`src/rtl/clkdiv_pkg.sv`:
```
// Shared types and limits for the slow-clock divider controller.
package clkdiv_pkg;
  typedef enum logic [1:0] {IDLE, RUN, STOP} clkdiv_state_t;
  localparam int MIN_DIVISOR = 2;
endpackage

```
`src/rtl/clock_divider_controller_if.sv`:
```
// Divisor configuration port: valid/ready transfer plus a reject pulse.
interface clock_divider_controller_if #(parameter int WIDTH = 16) ();
  logic             cfg_valid;
  logic [WIDTH-1:0] cfg_divisor;
  logic             cfg_ready;
  logic             cfg_err;

  modport master (output cfg_valid, cfg_divisor, input cfg_ready, cfg_err);
  modport slave  (input cfg_valid, cfg_divisor, output cfg_ready, cfg_err);
endinterface

```
`src/rtl/clkdiv_core.sv`:
```
// Divide counter with registered divided clock and tick; wrap marks the last
// cycle of a period so the controller can swap divisors on a period boundary.
module clkdiv_core #(
  parameter int WIDTH = 16
) (
  input  logic             clk_i,
  input  logic             rst_i,
  input  logic             run_i,
  input  logic             load_i,
  input  logic [WIDTH-1:0] divisor_i,
  output logic             clk_div_o,
  output logic             tick_o,
  output logic             wrap_o
);
  logic [WIDTH-1:0] count_q, count_d;
  logic             clk_div_q, tick_q;

  assign wrap_o = run_i && (count_q == divisor_i - WIDTH'(1));

  // load restarts the period when a new divisor takes effect
  always_comb begin
    count_d = count_q + WIDTH'(1);
    if (!run_i || load_i || wrap_o) count_d = '0;
  end

  always_ff @(posedge clk_i) begin
    if (rst_i) begin
      count_q   <= '0;
      clk_div_q <= 1'b0;
      tick_q    <= 1'b0;
    end else begin
      count_q   <= count_d;
      clk_div_q <= run_i && (count_q < (divisor_i >> 1));
      tick_q    <= run_i && (count_q == '0);
    end
  end

  assign clk_div_o = clk_div_q;
  assign tick_o    = tick_q;
endmodule

```
`src/rtl/clock_divider_controller.sv`:
```
// Run/stop sequencing and staged divisor updates around clkdiv_core, so the
// divided clock never shows a truncated or stretched period.
module clock_divider_controller
  import clkdiv_pkg::*;
#(
  parameter int WIDTH           = 16,
  parameter int DEFAULT_DIVISOR = 2
) (
  input  logic                       clockIN,
  input  logic                       reset,
  input  logic                       enable,
  clock_divider_controller_if.slave  cfg,
  output logic                       clockOUT,
  output logic                       tick,
  output logic [WIDTH-1:0]           active_divisor,
  output logic                       running
);
  clkdiv_state_t    state_q;
  logic [WIDTH-1:0] active_q, pend_div_q;
  logic             pend_vld_q, cfg_err_q;
  logic             xfer, bad_div, wrap, run, load;

  assign xfer    = cfg.cfg_valid && !pend_vld_q;
  assign bad_div = cfg.cfg_divisor < WIDTH'(MIN_DIVISOR);
  assign run     = (state_q != IDLE);
  assign load    = wrap && pend_vld_q;

  always_ff @(posedge clockIN) begin
    if (reset) begin
      state_q    <= IDLE;
      active_q   <= WIDTH'(DEFAULT_DIVISOR);
      pend_div_q <= '0;
      pend_vld_q <= 1'b0;
      cfg_err_q  <= 1'b0;
    end else begin
      cfg_err_q <= xfer && bad_div;

      // enable wins over the wrap in STOP so a re-request never loses a period
      case (state_q)
        IDLE:    if (enable) state_q <= RUN;
        RUN:     if (!enable) state_q <= STOP;
        STOP:    if (enable) state_q <= RUN;
                 else if (wrap) state_q <= IDLE;
        default: state_q <= IDLE;
      endcase

      if (state_q == IDLE) begin
        // a divisor staged on the final wrap lands here, before any restart
        if (pend_vld_q) begin
          active_q   <= pend_div_q;
          pend_vld_q <= 1'b0;
        end else if (xfer && !bad_div) begin
          active_q <= cfg.cfg_divisor;
        end
      end else begin
        if (load) begin
          active_q   <= pend_div_q;
          pend_vld_q <= 1'b0;
        end
        if (xfer && !bad_div) begin
          pend_div_q <= cfg.cfg_divisor;
          pend_vld_q <= 1'b1;
        end
      end
    end
  end

  clkdiv_core #(.WIDTH(WIDTH)) u_core (
    .clk_i     (clockIN),
    .rst_i     (reset),
    .run_i     (run),
    .load_i    (load),
    .divisor_i (active_q),
    .clk_div_o (clockOUT),
    .tick_o    (tick),
    .wrap_o    (wrap)
  );

  assign cfg.cfg_ready = !pend_vld_q;
  assign cfg.cfg_err   = cfg_err_q;
  assign active_divisor = active_q;
  assign running        = run;
endmodule

```
`src/flat_wrapper.sv`:
```
// flat-port wrapper written by rule: the top's interface ports become plain ports
module clock_divider_controller_flat import clkdiv_pkg::*;
#(
  parameter int WIDTH           = 16,
  parameter int DEFAULT_DIVISOR = 2
)
  (clockIN, reset, enable, clockOUT, tick, active_divisor, running, cfg_cfg_valid, cfg_cfg_divisor, cfg_cfg_ready, cfg_cfg_err);
  clock_divider_controller_if #(.WIDTH(WIDTH)) cfg_i ();
  input  logic clockIN;
  input  logic reset;
  input  logic enable;
  output logic clockOUT;
  output logic tick;
  output logic [WIDTH-1:0] active_divisor;
  output logic running;
  input wire logic [$bits(cfg_i.cfg_valid)-1:0] cfg_cfg_valid;
  input wire logic [$bits(cfg_i.cfg_divisor)-1:0] cfg_cfg_divisor;
  output wire logic [$bits(cfg_i.cfg_ready)-1:0] cfg_cfg_ready;
  output wire logic [$bits(cfg_i.cfg_err)-1:0] cfg_cfg_err;
  assign cfg_i.cfg_valid = cfg_cfg_valid;
  assign cfg_i.cfg_divisor = cfg_cfg_divisor;
  assign cfg_cfg_ready = cfg_i.cfg_ready;
  assign cfg_cfg_err = cfg_i.cfg_err;
  clock_divider_controller #(.WIDTH(WIDTH), .DEFAULT_DIVISOR(DEFAULT_DIVISOR)) u_core (.clockIN(clockIN), .reset(reset), .enable(enable), .cfg(cfg_i), .clockOUT(clockOUT), .tick(tick), .active_divisor(active_divisor), .running(running));
endmodule
```
`config.mk`:
```
export PLATFORM = sky130hd
export DESIGN_NAME = clock_divider_controller_flat
export DESIGN_NICKNAME = d
export VERILOG_FILES = /design/src/rtl/clkdiv_pkg.sv /design/src/rtl/clock_divider_controller_if.sv /design/src/rtl/clkdiv_core.sv /design/src/rtl/clock_divider_controller.sv /design/src/flat_wrapper.sv
export SDC_FILE = /design/constraint.sdc
export NUM_CORES = 1
export LEC_CHECK = 0
export BUFFER_PORTS_ARGS = -buffer_cell sky130_fd_sc_hd__buf_2
export CORE_UTILIZATION = 35
export CTS_CLUSTER_SIZE = 14
export DETAILED_ROUTE_END_ITERATION = 12
export GPL_ROUTABILITY_DRIVEN = 1
export GPL_TIMING_DRIVEN = 0
export PLACE_DENSITY = 0.53
export SLEW_MARGIN = 20
export SYNTH_ARGS = -nofsm -noshare
export SYNTH_HDL_FRONTEND = slang
export SYNTH_SLANG_ARGS = --single-unit
```
`constraint.sdc`:
```
create_clock -name clockIN -period 3.3 [get_ports clockIN]
set_input_delay 0.66 -clock clockIN [delete_from_list [all_inputs] [get_ports clockIN]]
set_output_delay 0.66 -clock clockIN [all_outputs]
set_load 0.01 [all_outputs]
```
* Word level (Yosys, flattened, before mapping) *
Index checks and enable logic that the tools add are counted.

word-level totals
  logic and storage cells = 53
  input bits = 20
  output and inout bits = 21
  RAM bits = 0
  memory bits (read-only) = 0
  flip-flop bits (word level) = 54
  memories kept = 0
  latch bits = 0

operators by class
  bitwise logic cells = 1
  reduce and logical (&&, ||, !) cells = 22
  shift-type cells = 0
  order comparisons = 2
  div/mod/pow operators = 0
  equality and inequality tests = 7
  multipliers = 0
  muxes and demuxes = 11
  add/sub/neg operators = 2

operator list
  kind                                                                   count
  16-bit two-way mux                                                     4
  16-bit by 1-bit adder with 16-bit output, second input constant        1
  16-bit equality test                                                   1
  16-bit logical NOT                                                     1
  16-bit by 15-bit < comparator with 1-bit output                        1
  16-bit by 2-bit < comparator with 1-bit output, second input constant  1
  16-bit by 1-bit subtractor with 16-bit output, second input constant   1
  2-bit two-way mux                                                      4
  1-bit logical AND                                                      7
  2-bit case mux with 3 select lines                                     1
  2-bit nonzero test                                                     3
  2-bit != test, second input constant                                   2
  2-bit AND reduction                                                    2
  2-bit OR reduction                                                     2
  1-bit logical NOT                                                      3
  3-bit by 1-bit != test with 1-bit output, second input constant        1
  3-bit != test, second input constant                                   1
  3-bit AND reduction                                                    1
  2-bit by 1-bit equality test with 1-bit output, second input constant  1
  2-bit equality test, second input constant                             1
  2-bit logical NOT                                                      1
  1-bit logical OR                                                       2
  1-bit two-way mux                                                      2
  1-bit inverter                                                         1

* Logic depth before layout (Yosys ltp) *
Gate-level depths: netlist of run 1.

  word-level depth = 7
  gate-level depth with buffers = 13
  mapped depth without buffers = 9

* Modules after synthesis *
Synthesis of run 1 repeated with hierarchy kept, for this count alone.

unflattened totals
  cell total of the unflattened synthesis = 412
  area, all modules = 3504.6 um2

modules (own cells, without submodules)
  module                    cells an instance  area an instance (um2)  sequential area each (um2)  instances
  clock_divider_controller  188                1756.7                  720.7                       1
  clkdiv_core               224                1747.9                  360.3                       1

* Least setup slack after synthesis of run 1 *
OpenSTA, ideal clock, no wires.

  path type = register to register
  start point = register u_core.active_q[0], in the netlist u_core.active_divisor[0]
  end point = register u_core.active_q[10], in the netlist u_core.active_divisor[10]
  buffers on the path = 4
  setup slack = 0.624 ns
  library setup time = 0.139 ns
  arrival time = 2.537 ns
  period minus slack after synthesis = 2.676 ns
  cell stages (with the launch flop) = 14
  data required time = 3.161 ns
  cell sequence = dfxtp_1 -> inv_1 -> ha_1 -> nor4b_2 -> buf_4 -> a311oi_1 -> a31oi_1 -> a2111oi_0 -> and4_1 -> buf_6 -> or2_1 -> buf_6 -> buf_6 -> a211oi_2

between the ends
  longest elaborated chain between the ends = 6

RTL lines
  what                                           RTL line                        RTL
  start, declared                                clock_divider_controller.sv:19  logic [WIDTH-1:0] active_q, pend_div_q;
  start signal, assigned                         clock_divider_controller.sv:31  active_q <= WIDTH'(DEFAULT_DIVISOR);
  start signal, assigned                         clock_divider_controller.sv:50  active_q <= pend_div_q;
  start signal, assigned                         clock_divider_controller.sv:53  active_q <= cfg.cfg_divisor;
  16-bit by 1-bit subtractor with 16-bit output  clkdiv_core.sv:18               assign wrap_o = run_i && (count_q == divisor_i - WIDTH'(1));
  16-bit equality test                           clkdiv_core.sv:18
  1-bit logical AND                              clkdiv_core.sv:18
  1-bit logical AND                              clock_divider_controller.sv:26  assign load = wrap && pend_vld_q;
  2-bit nonzero test (no line)                   -
  2-bit AND reduction (no line)                  -

Every way passes these cells.
A chain may end at the register's enable or synchronous reset.

* Worst setup path after layout of run 1 *
  start point = register u_core.active_q[1], in the netlist u_core.active_divisor[1]
  end point = register u_core.active_q[15], in the netlist u_core.active_divisor[15]

The elaborated chain is that of the path after synthesis.

==> run metrics, run 1 <==
largest family of logic cells by synthesized area=simple AND/OR/NAND/NOR gates; area of the die=9920 um^2; Post-Route WL=8220 um; crit path cell chain=inv_1, ha_1, o21ba_2, a221oi_1, o2111ai_1, nor4_1, and4_1, buf_6, or2_1, buf_6, buf_6, a211oi_2; share of cells above drive strength 1=between 10% and 20%; post-CTS setup buffers=0; multiplexer share of the synthesized area=9.64%; Tmin final=a little over 3000 ps; slew at the pin with the worst max-slew slack=773 ps; crit-path most repeated cell=buf_6; f_max=about 330 MHz; Port Buffers=39; RSZ-0062 raised after global routing=false; Final GP Congestion=0.761; Die Width=between 90 and 100 um; CTS buffer count=5; Synth Area in Compound Gates=between 10% and 20%; # DRC=0; commonest cells in the netlist=dfxtp_1, nor2_1, mux2i_1; Mapped Cells=about 380; CP max FO=10; number of global-route vias before repair=2822; required time worst endpoint=3470 ps; first-pass GRT wire length=13700 um; final total power=1.54 mW; Initial Util=36.1%; clk_lat worst skew=310 ps; synth warn=0; Netlist Area Pre-Place=3330 um^2; IO Count=roughly 40; library cells used by synthesis=51; Critical path buffers and inverters=4; max-capacitance violation count=0; final worst-path cycle share=92.5%; gr ovfl total=0; Via density=roughly 5.1; CTS Hold Bufs=0; pin count of the biggest net entering global routing=18; post-synth top area share=32.4%; final worst clock skew=9.37 ps; Post-layout nets=between 400 and 500; FFs w/ async S/R, synth=0%; Final TNS setup=0 ps; sequential fraction of the synthesis area=about a third; H-tree depth=2; Pwr Density=406 nW/um^2; initial antenna violation count=0; arrival time worst endpoint=~3200 ps; Antenna Cells=0; Final Cell Area=3800 um^2; adder-cell area share of the yosys netlist=6.38%; top_reg_cell synth=dfxtp_1; post-DP HPWL=around 6300 um; Synth area leaders=dfxtp_1, mux2i_1, ha_1; # setup viols final=0; status=complete, no violations; number of synthesized flops with an enable pin=0; fin cells=560; Max VDD drop=246 uV; syn_area_per_cell=8.68 um^2; Synth area leader=dfxtp_1; Fin. Hold Viols=0; drt pass-1 iters=4; crit path max-delay cell type=dfxtp_1; crit path kind=flip-flop to flip-flop; hold_ws=480 ps; Slew headroom=48.3%; Net Count, Synth=421; Synth Register Bits=54; CTS sink cnt=54; root buffer cell=clkbuf_8; most frequent cell after synthesis=dfxtp_1; Worst Setup End Kind=flip-flop; drt wl/cell=14.7 um; Hold Path Class=flip-flop to flip-flop; die height=99.6 um; routed vias=2845; type of origin of the critical path=flip-flop; clock tree from TritonCTS=built; placed inst area=3690 um^2; core box area=9240 um^2; GRT Util Overall=17.1%; Bufs on Longest Clock Path=2; Core Rows=35; simple-gate share of the synthesized area=21.8%; Synth Area in XOR/XNOR=8.14%; Reg clk slew, reported paths=110 ps; max incr delay on CP=550 ps; number of routed nets with antenna violations=0; CP top delay family=compound AO/OA/AOI/OAI gates; Leak=1.53 nW; area growth from synthesis to layout=14.0%; dpl cells=552; Initial DRC Count=79; slack of the worst reg-to-reg path=250 ps; max-slew violations=0
placed cells by master (no fill, tap or decap), types with 6 or more instances in the layout:
cell type / instances
clkbuf_8: 6
xor2_1: 17
nor2_1: 49
inv_1: 26
nor3_1: 25
xnor2_1: 14
a211oi_2: 9
dfxtp_1: 54
a21o_1: 6
mux2i_1: 31
clkbuf_1: 15
a21oi_1: 7
nand3_1: 11
a211oi_1: 9
nand4_1: 8
ha_1: 17
buf_2: 42
nand2_1: 12
nor4_1: 10
state kept, by name, indices dropped and copies added, names as in the netlist:
register	count
u_core.cfg.cfg_err	1
u_core.active_divisor	16
u_core.state_q	2
u_core.pend_div_q	16
u_core.u_core.tick_o	1
u_core.pend_vld_q	1
u_core.u_core.clk_div_o	1
u_core.u_core.count_q	16
cell type report:
class                      instances  area [um^2]
buffer                            24          131
clock buffer                       6         82.6
clock inverter                     2         16.3
fill                             954         5440
inverter                          26         97.6
multi-input combinational        280         2040
sequential                        54         1080
tap                              129          161
timing repair buffer              39          195
through the flow:
| stage | util, % | setup slack (ps) |
|---|---|---|
| 6_report | 41.1 | 246 |
| 5_1_grt | 41.1 | 39.0 |
| 4_1_cts | 41.1 | 188 |
| 3_5_place_dp | 39.9 | 12.7 |
| 3_3_place_gp | 39.9 | 1.29 |
| 2_1_floorplan | - | 624 |
metal layers:
| layer | global-route usage (%) | vias up | share of wire (%) |
|---|---|---|---|
| met5 | 0 | - | 0 |
| met3 | 2.39 | 5 | 3.2 |
| met4 | 2.94 | 0 | 0.84 |
| li1 | - | 1467 | - |
| met2 | 29.8 | 40 | 47 |
| met1 | 22.6 | 1333 | 49 |
logic make-up (layout without fill, tap and decap cells):
group,Yosys count,after routing
DFF,54,54
adders and majority gates,17,17
muxes,32,32
buffers and inverters,50,97
xor gates and xnor gates,31,31
AOI/OAI and AO/OA,60,60
and+or+nand+nor,140,140
worst register-to-register path, delay by kind of cell, from the launching register on:
kind	cells	cell delay, ps
compound gates	4	850
fa+ha+maj	1	250
buf+inv	4	490
flops	1	550
simple gates	3	780
worst paths after layout:
check / start / end / depth (start not counted)
max: u_core.active_divisor[1]$_SDFFE_PP1P_ / u_core.active_divisor[15]$_SDFFE_PP0P_ / 12
min: u_core.state_q[0]$_SDFFE_PP0P_ / u_core.state_q[1]$_SDFFE_PP0P_ / 2
max reg2reg: u_core.active_divisor[1]$_SDFFE_PP1P_ / u_core.active_divisor[15]$_SDFFE_PP0P_ / 12
min reg2reg: u_core.state_q[0]$_SDFFE_PP0P_ / u_core.state_q[1]$_SDFFE_PP0P_ / 2
what timing repair did:
action / in CTS / in global routing
resized for setup: 1 / 1
pin swaps: 0 / 0
hold endpoints to repair: 0 / 0
setup endpoints to repair: 10 / 10
report_power, final:
part / switching [mW] / total [mW] / leakage [nW] / internal (mW)
Sequential: 0.0455 / 0.731 / 0.440 / 0.685
Combinational: 0.229 / 0.400 / 1.04 / 0.171
Clock: 0.239 / 0.413 / 0.0478 / 0.174
Total: 0.514 / 1.54 / 1.53 / 1.03
(Power assumes the default switching activity.)
==> run 2: changes to the inputs <==
--- a/config.mk
+++ b/config.mk
@@ -5,9 +5,11 @@
 export SDC_FILE = /design/constraint.sdc
 export NUM_CORES = 1
 export LEC_CHECK = 0
+export ABC_AREA = 1
 export BUFFER_PORTS_ARGS = -buffer_cell sky130_fd_sc_hd__buf_2
+export CORE_MARGIN = 1
 export CORE_UTILIZATION = 35
-export CTS_CLUSTER_SIZE = 14
+export CTS_CLUSTER_SIZE = 12
 export DETAILED_ROUTE_END_ITERATION = 12
 export GPL_ROUTABILITY_DRIVEN = 1
 export GPL_TIMING_DRIVEN = 0
==> run 2 against run 1 <==
Wire length grew 13%. Hold slack lost 21 ps. Worst setup slack gained 550 ps. Largest cell class unchanged. Design area grew 0.39%. Sequential power is essentially flat. Maximum frequency grew 22%.
==> run metrics, run 2 <==
status=complete, no violations (unchanged); final worst-path cycle share=75.9% (was 92.5%); register area=1080 um^2 (unchanged); library cells used by synthesis=34 (was 51); commonest non-fill, non-tap cells in the layout=nand2_1, nor2_1, inv_1 (was dfxtp_1, nor2_1, buf_2); Bufs on Longest Clock Path=2 (unchanged); synth warn=0 (unchanged); required time worst endpoint=3510 ps (was 3470 ps); Reg clk slew, reported paths=110 ps (about the same); Post-CTS Resized=0 (was 1); pin count of the biggest net entering global routing=18 (unchanged); # fillers=1040 (was 954); H-tree depth=2 (unchanged); # setup viols final=0 (unchanged); Die Width=99.9 um (was 99.6 um); hold endpoint=u_core.pend_div_q[7]$_SDFFE_PP0P_ (was u_core.state_q[1]$_SDFFE_PP0P_); drt wl/cell=13.5 um (was 14.7 um); CP max FO=10 (unchanged); CTS buffer count=5 (unchanged); die height=99.9 um (was 99.6 um); placed inst area=3720 um^2 (was 3690 um^2); max-capacitance violation count=0 (unchanged); Synth area leader=dfxtp_1 (unchanged); slew at the pin with the worst max-slew slack=518 ps (was 773 ps); sequential fraction of the synthesis area=32.2% (was 32.4%); Initial DRC Count=122 (was 79); Hold Path Class=flip-flop to flip-flop (unchanged); Via density=4.93 (was 5.08); Final TNS setup=0 ps (unchanged); drt pass-1 iters=4 (unchanged); number of global-route vias before repair=3456 (was 2822); Initial Util=36.1% (about the same); initial antenna violation count=0 (unchanged); hold path depth=2 (unchanged); IO Count=41 (unchanged); Worst Setup End Kind=flip-flop (unchanged); CP startpoint=u_core.active_divisor[0]$_SDFFE_PP0P_ (was u_core.active_divisor[1]$_SDFFE_PP1P_); Pwr Density=405 nW/um^2 (was 406 nW/um^2); gr ovfl total=0 (unchanged); arrival time worst endpoint=2710 ps (was 3220 ps); f_max=399 MHz (was 327 MHz); number of routed nets with antenna violations=0 (unchanged); Final GP Congestion=0.842 (was 0.761); Post-Route WL=9300 um (was 8220 um); clk_lat worst skew=310 ps (about the same); dpl cells=681 (was 552); Post-Place Setup Slack=653 ps (was 12.7 ps); most frequent cell after synthesis=nand2_1 (was dfxtp_1); share of cells above drive strength 1=12.3% (was 17.2%); Synth Register Bits=54 (unchanged); post-CTS setup buffers=0 (unchanged); RSZ-0062 raised after global routing=false (unchanged); root buffer cell=clkbuf_8 (unchanged); fin cells=689 (was 560); Net Count, Synth=549 (was 421); commonest cells in the netlist=nand2_1, nor2_1, inv_1 (was dfxtp_1, nor2_1, mux2i_1); Tmin final=2500 ps (was 3050 ps); final worst clock skew=7.87 ps (was 9.37 ps); Final Cell Area=3820 um^2 (was 3800 um^2); most common cell after layout, fill and taps aside=nand2_1 (was dfxtp_1); RR Startpoint=u_core.active_divisor[0]$_SDFFE_PP0P_ (was u_core.active_divisor[1]$_SDFFE_PP1P_); CTS Hold Bufs=0 (unchanged); # DRC=0 (unchanged); syn_area_per_cell=6.55 um^2 (was 8.68 um^2); Netlist Area Pre-Place=3350 um^2 (was 3330 um^2); core box area=9280 um^2 (was 9240 um^2); crit path kind=flip-flop to flip-flop (unchanged); type of origin of the critical path=flip-flop (unchanged); hold_ws=459 ps (was 480 ps); Leak=1.72 nW (was 1.53 nW); fin worst setup slack=796 ps (was 246 ps); worst r2r dst=u_core.u_core.count_q[0]$_SDFF_PP0_ (was u_core.active_divisor[15]$_SDFFE_PP0P_); number of synthesized flops with an enable pin=0 (unchanged); Max VDD drop=255 uV (was 246 uV); FF-to-FF path depth=14 (was 12); final total power=1.54 mW (about the same); multi-input logic area=1950 um^2 (was 2040 um^2); Antenna Cells=0 (unchanged); Final Util=41.1% (about the same); slack of the worst reg-to-reg path=800 ps (was 250 ps); Mapped Cells=512 (was 384); Slew headroom=65.4% (was 48.3%); Fin. Hold Viols=0 (unchanged); Post-layout nets=596 (was 467); routed vias=3397 (was 2845); CTS sink cnt=54 (unchanged); top_reg_cell synth=dfxtp_1 (unchanged); FFs w/ async S/R, synth=0% (unchanged); post-synth top area share=32.2% (was 32.4%); Port Buffers=40 (was 39); max-slew violations=0 (unchanged); Core Rows=35 (unchanged); post-DP HPWL=7430 um (was 6280 um); clock tree from TritonCTS=built (unchanged); area of the die=9980 um^2 (was 9920 um^2); Synth area leaders=dfxtp_1, nand2_1, nor2_1 (was dfxtp_1, mux2i_1, ha_1); GRT Util Overall=20.5% (was 17.1%); Hold Path Origin=u_core.pend_div_q[7]$_SDFFE_PP0P_ (was u_core.state_q[0]$_SDFFE_PP0P_); area growth from synthesis to layout=13.8% (was 14.0%); first-pass GRT wire length=16200 um (was 13700 um)
-- run 2: metal layers --
metal | vias up | share of wire, % | global-route usage, %
li1 | 1752 | - | -
met1 | 1584 | 49 | 26.6
met2 | 53 | 46 | 35.6
met3 | 8 | 3.5 | 2.79
met4 | 0 | 0.94 | 5.20
met5 | - | 0 | 0
-- run 2: logic make-up (layout without fill, tap and decap cells) --
family                   after synthesis  count (layout)  synth area share, %
AND/OR/NAND/NOR                      264             264                 35.3
AO/OA/AOI/OAI                         82              82                 12.6
buffers and inverters                 80             128                 9.62
flip-flops                            54              54                 32.2
adder cells (fa/ha/maj)               17              17                 6.34
XOR/XNOR                              15              15                 3.92
-- run 2: power breakdown --
| part | total, mW | switching [mW] | internal, mW | leakage (nW) |
|---|---|---|---|---|
| combinational | 0.401 | 0.258 | 0.142 | 1.22 |
| sequential | 0.730 | 0.0409 | 0.689 | 0.442 |
| clock | 0.414 | 0.241 | 0.174 | 0.0514 |
| total | 1.54 | 0.540 | 1.00 | 1.72 |
-- run 2: final cells by class --
class / count / area share (%)
plain buffers: 14 / 1.97
clock buffers: 6 / 2.16
clock inverters: 2 / 0.459
inverters: 66 / 6.49
multi-input cells: 378 / 51.1
flip-flops and latches: 54 / 28.3
well taps: 129 / 4.23
repair buffers: 40 / 5.25
-- run 2: how the worst max path moves through the flow --
stage	end	slack, ps	depth (start not counted)
final	u_core.u_core.count_q[0]$_SDFF_PP0_	800	14
after CTS	u_core.u_core.count_q[0]$_SDFF_PP0_	760	14
after global routing	u_core.u_core.count_q[14]$_SDFF_PP0_	430	14
after floorplan	u_core.active_divisor[10]$_SDFFE_PP0P_	1270	9
after global placement	u_core.active_divisor[13]$_SDFFE_PP0P_	660	10
after detailed placement	u_core.active_divisor[13]$_SDFFE_PP0P_	650	10
-- run 2: critical path: stages, from the launching register on --
cell,delay [ps]
dfxtp_1,360
inv_1,160
ha_1,330
nand2_1,100
nor2_2,190
nand3_1,100
nand3_1,100
nand2_1,50
nor2_1,90
nand2_1,90
nor2_4,150
nand2_1,130
nand2_1,250
buf_4,240
nor2_1,50
==> run 3: changes to the inputs <==
==> constraint.sdc (replaced) <==
create_clock -name clockIN -period 2.55 [get_ports clockIN]
set_input_delay 0.51 -clock clockIN [delete_from_list [all_inputs] [get_ports clockIN]]
set_output_delay 0.51 -clock clockIN [all_outputs]
set_load 0.01 [all_outputs]
==> run 3 against run 2 <==
Die area unchanged. Critical endpoint is now u_core.active_divisor[14]$_SDFFE_PP0P_. Clock skew rose by 2.2 ps. Register-to-register slack worse by 520 ps. Sequential share of layout area fell by 0.15 points. Wire length about the same. Hold slack worse by 90 ps. Largest cell class unchanged. Largest power group unchanged. First-iteration DRC count grew 7.4%. Critical path type unchanged. Power grew 30%. Sequential power rose by 29%.
==> run metrics, run 3 (synthesis gave the netlist of run 2 again) <==
CTS sink cnt=54 (unchanged); CTS buffer count=5 (unchanged); sw frac=35.0% (was 34.9%); Hold Path Class=input port to flip-flop (was flip-flop to flip-flop); area growth from synthesis to layout=14.4% (was 13.8%); Reg clk slew, reported paths=110 ps (about the same); post-CTS setup buffers=0 (unchanged); Max VDD drop=331 uV (was 255 uV); Sw Pwr=0.702 mW (was 0.540 mW); Clock Power Share=26.8% (about the same); final total power=2.01 mW (was 1.54 mW); number of global-route vias before repair=3456 (unchanged); met3 global-route usage=2.79% (unchanged); Hold Path Origin=enable (was u_core.pend_div_q[7]$_SDFFE_PP0P_); f_max=441 MHz (was 399 MHz); die height=99.9 um (unchanged); dpl cells=681 (unchanged); hold_ws=369 ps (was 459 ps); final worst-path cycle share=89.0% (was 75.9%); M2 GR Usage=35.6% (unchanged); number of routed nets with antenna violations=0 (unchanged); slew at the pin with the worst max-slew slack=584 ps (was 518 ps); GRT Util Overall=20.5% (unchanged); Leak=1.72 nW (about the same); max-capacitance violation count=0 (unchanged); Via density=4.92 (was 4.93); drt pass-1 iters=4 (unchanged); internal power=1.30 mW (was 1.00 mW); routed vias=3387 (was 3397); Die Width=99.9 um (unchanged); pin count of the biggest net entering global routing=18 (unchanged); CP max FO=10 (unchanged); gr ovfl total=0 (unchanged); drt wl/cell=13.5 um (about the same); clock tree from TritonCTS=built (unchanged); Final GP Congestion=0.842 (unchanged); type of origin of the critical path=flip-flop (unchanged); crit path kind=flip-flop to flip-flop (unchanged); commonest non-fill, non-tap cells in the layout=nand2_1, nor2_1, inv_1 (unchanged); area of the die=9980 um^2 (unchanged); max-slew violations=0 (unchanged); clk_lat worst skew=320 ps (was 310 ps); CTS Hold Bufs=0 (unchanged); Initial DRC Count=131 (was 122); # DRC=0 (unchanged); # setup viols final=0 (unchanged); status=complete, no violations (unchanged); Initial Util=36.1% (unchanged); grt peak-use layer=met2 (unchanged); RSZ-0062 raised after global routing=false (unchanged); initial antenna violation count=0 (unchanged); Core Rows=35 (unchanged); Slew headroom=60.9% (was 65.4%); Worst Setup End Kind=flip-flop (unchanged); Port Buffers=40 (unchanged); post-DP HPWL=7430 um (unchanged); core box area=9280 um^2 (unchanged); GR Util met1=26.6% (unchanged); most common cell after layout, fill and taps aside=nand2_1 (unchanged); arrival time worst endpoint=2490 ps (was 2710 ps); required time worst endpoint=2770 ps (was 3510 ps); Post-Route WL=9300 um (about the same); Bufs on Longest Clock Path=2 (unchanged); Comb pwr share=26.2% (was 25.9%); first-pass GRT wire length=16200 um (unchanged); Fin. Hold Viols=0 (unchanged); RR Startpoint=u_core.active_divisor[1]$_SDFFE_PP1P_ (was u_core.active_divisor[0]$_SDFFE_PP0P_); CP startpoint=u_core.active_divisor[1]$_SDFFE_PP1P_ (was u_core.active_divisor[0]$_SDFFE_PP0P_); Antenna Cells=0 (unchanged); root buffer cell=clkbuf_8 (unchanged); Post-layout nets=596 (unchanged); H-tree depth=2 (unchanged); fin cells=689 (unchanged); sequential share of power=47.1% (was 47.2%); IO Count=41 (unchanged); share of cells above drive strength 1=12.9% (was 12.3%); final worst clock skew=10.1 ps (was 7.87 ps); Pwr Density=523 nW/um^2 (was 405 nW/um^2); Tmin final=2270 ps (was 2500 ps); Final TNS setup=0 ps (unchanged)
run 3: final cells by class:
class                           instances  area [um^2]
Fill cell                            1036         5450
Clock inverter                          2         17.5
Timing Repair Buffer                   40          200
Buffer                                 14         75.1
Multi-Input combinational cell        378         1970
Clock buffer                            6         82.6
Inverter                               66          248
Sequential cell                        54         1080
Tap cell                              129          161
run 3: metal layers:
metal,routed length (um),vias up
met2,4280,57
met1,4540,1570
met3,395,6
met4,78,0
li1,-,1754
met5,0,-
run 3: critical path, cell delays in order, from the launching register on:
cell	delay, ps
dfxtp_1	440
inv_1	130
ha_4	280
xor2_1	120
nand3_1	80
nor2_1	180
nand3_1	150
nor2_4	180
nand3_4	140
nand2_4	140
buf_8	150
nand2_1	50
nand2_1	80
nor2_1	50
run 3: final timing paths:
path,to,slack (ps),cells past startpoint
setup / recovery,u_core.active_divisor[14]$_SDFFE_PP0P_,280,13
hold / removal,u_core.state_q[1]$_SDFFE_PP0P_,370,2
setup reg to reg,u_core.active_divisor[14]$_SDFFE_PP0P_,280,13
hold reg to reg,u_core.pend_div_q[7]$_SDFFE_PP0P_,460,2
run 3: power by group through the flow:
stage,clock (mW),combinational (mW),sequential (mW)
floorplan,0,0.356,0.961
global placement,0,0.508,0.964
detailed placement,0,0.518,0.965
CTS,0.558,0.521,0.945
global route,0.587,0.606,0.954
finish,0.537,0.525,0.945
run 3: what timing repair did:
item	CTS	global route
endpoints found under the hold margin	0	0
setup endpoints to repair	0	32
resized for setup	0	5
run 3: stage by stage:
step / setup slack (ps) / cell area (um^2) / utilization (%)
after global placement: 43.6 / 3720 / 40.0
final: 280 / 3840 / 41.3
after CTS: 9.37 / 3820 / 41.1
after global routing: 14.6 / 3840 / 41.3
after floorplan: 541 / 3350 / -
after detailed placement: 23.2 / 3720 / 40.0
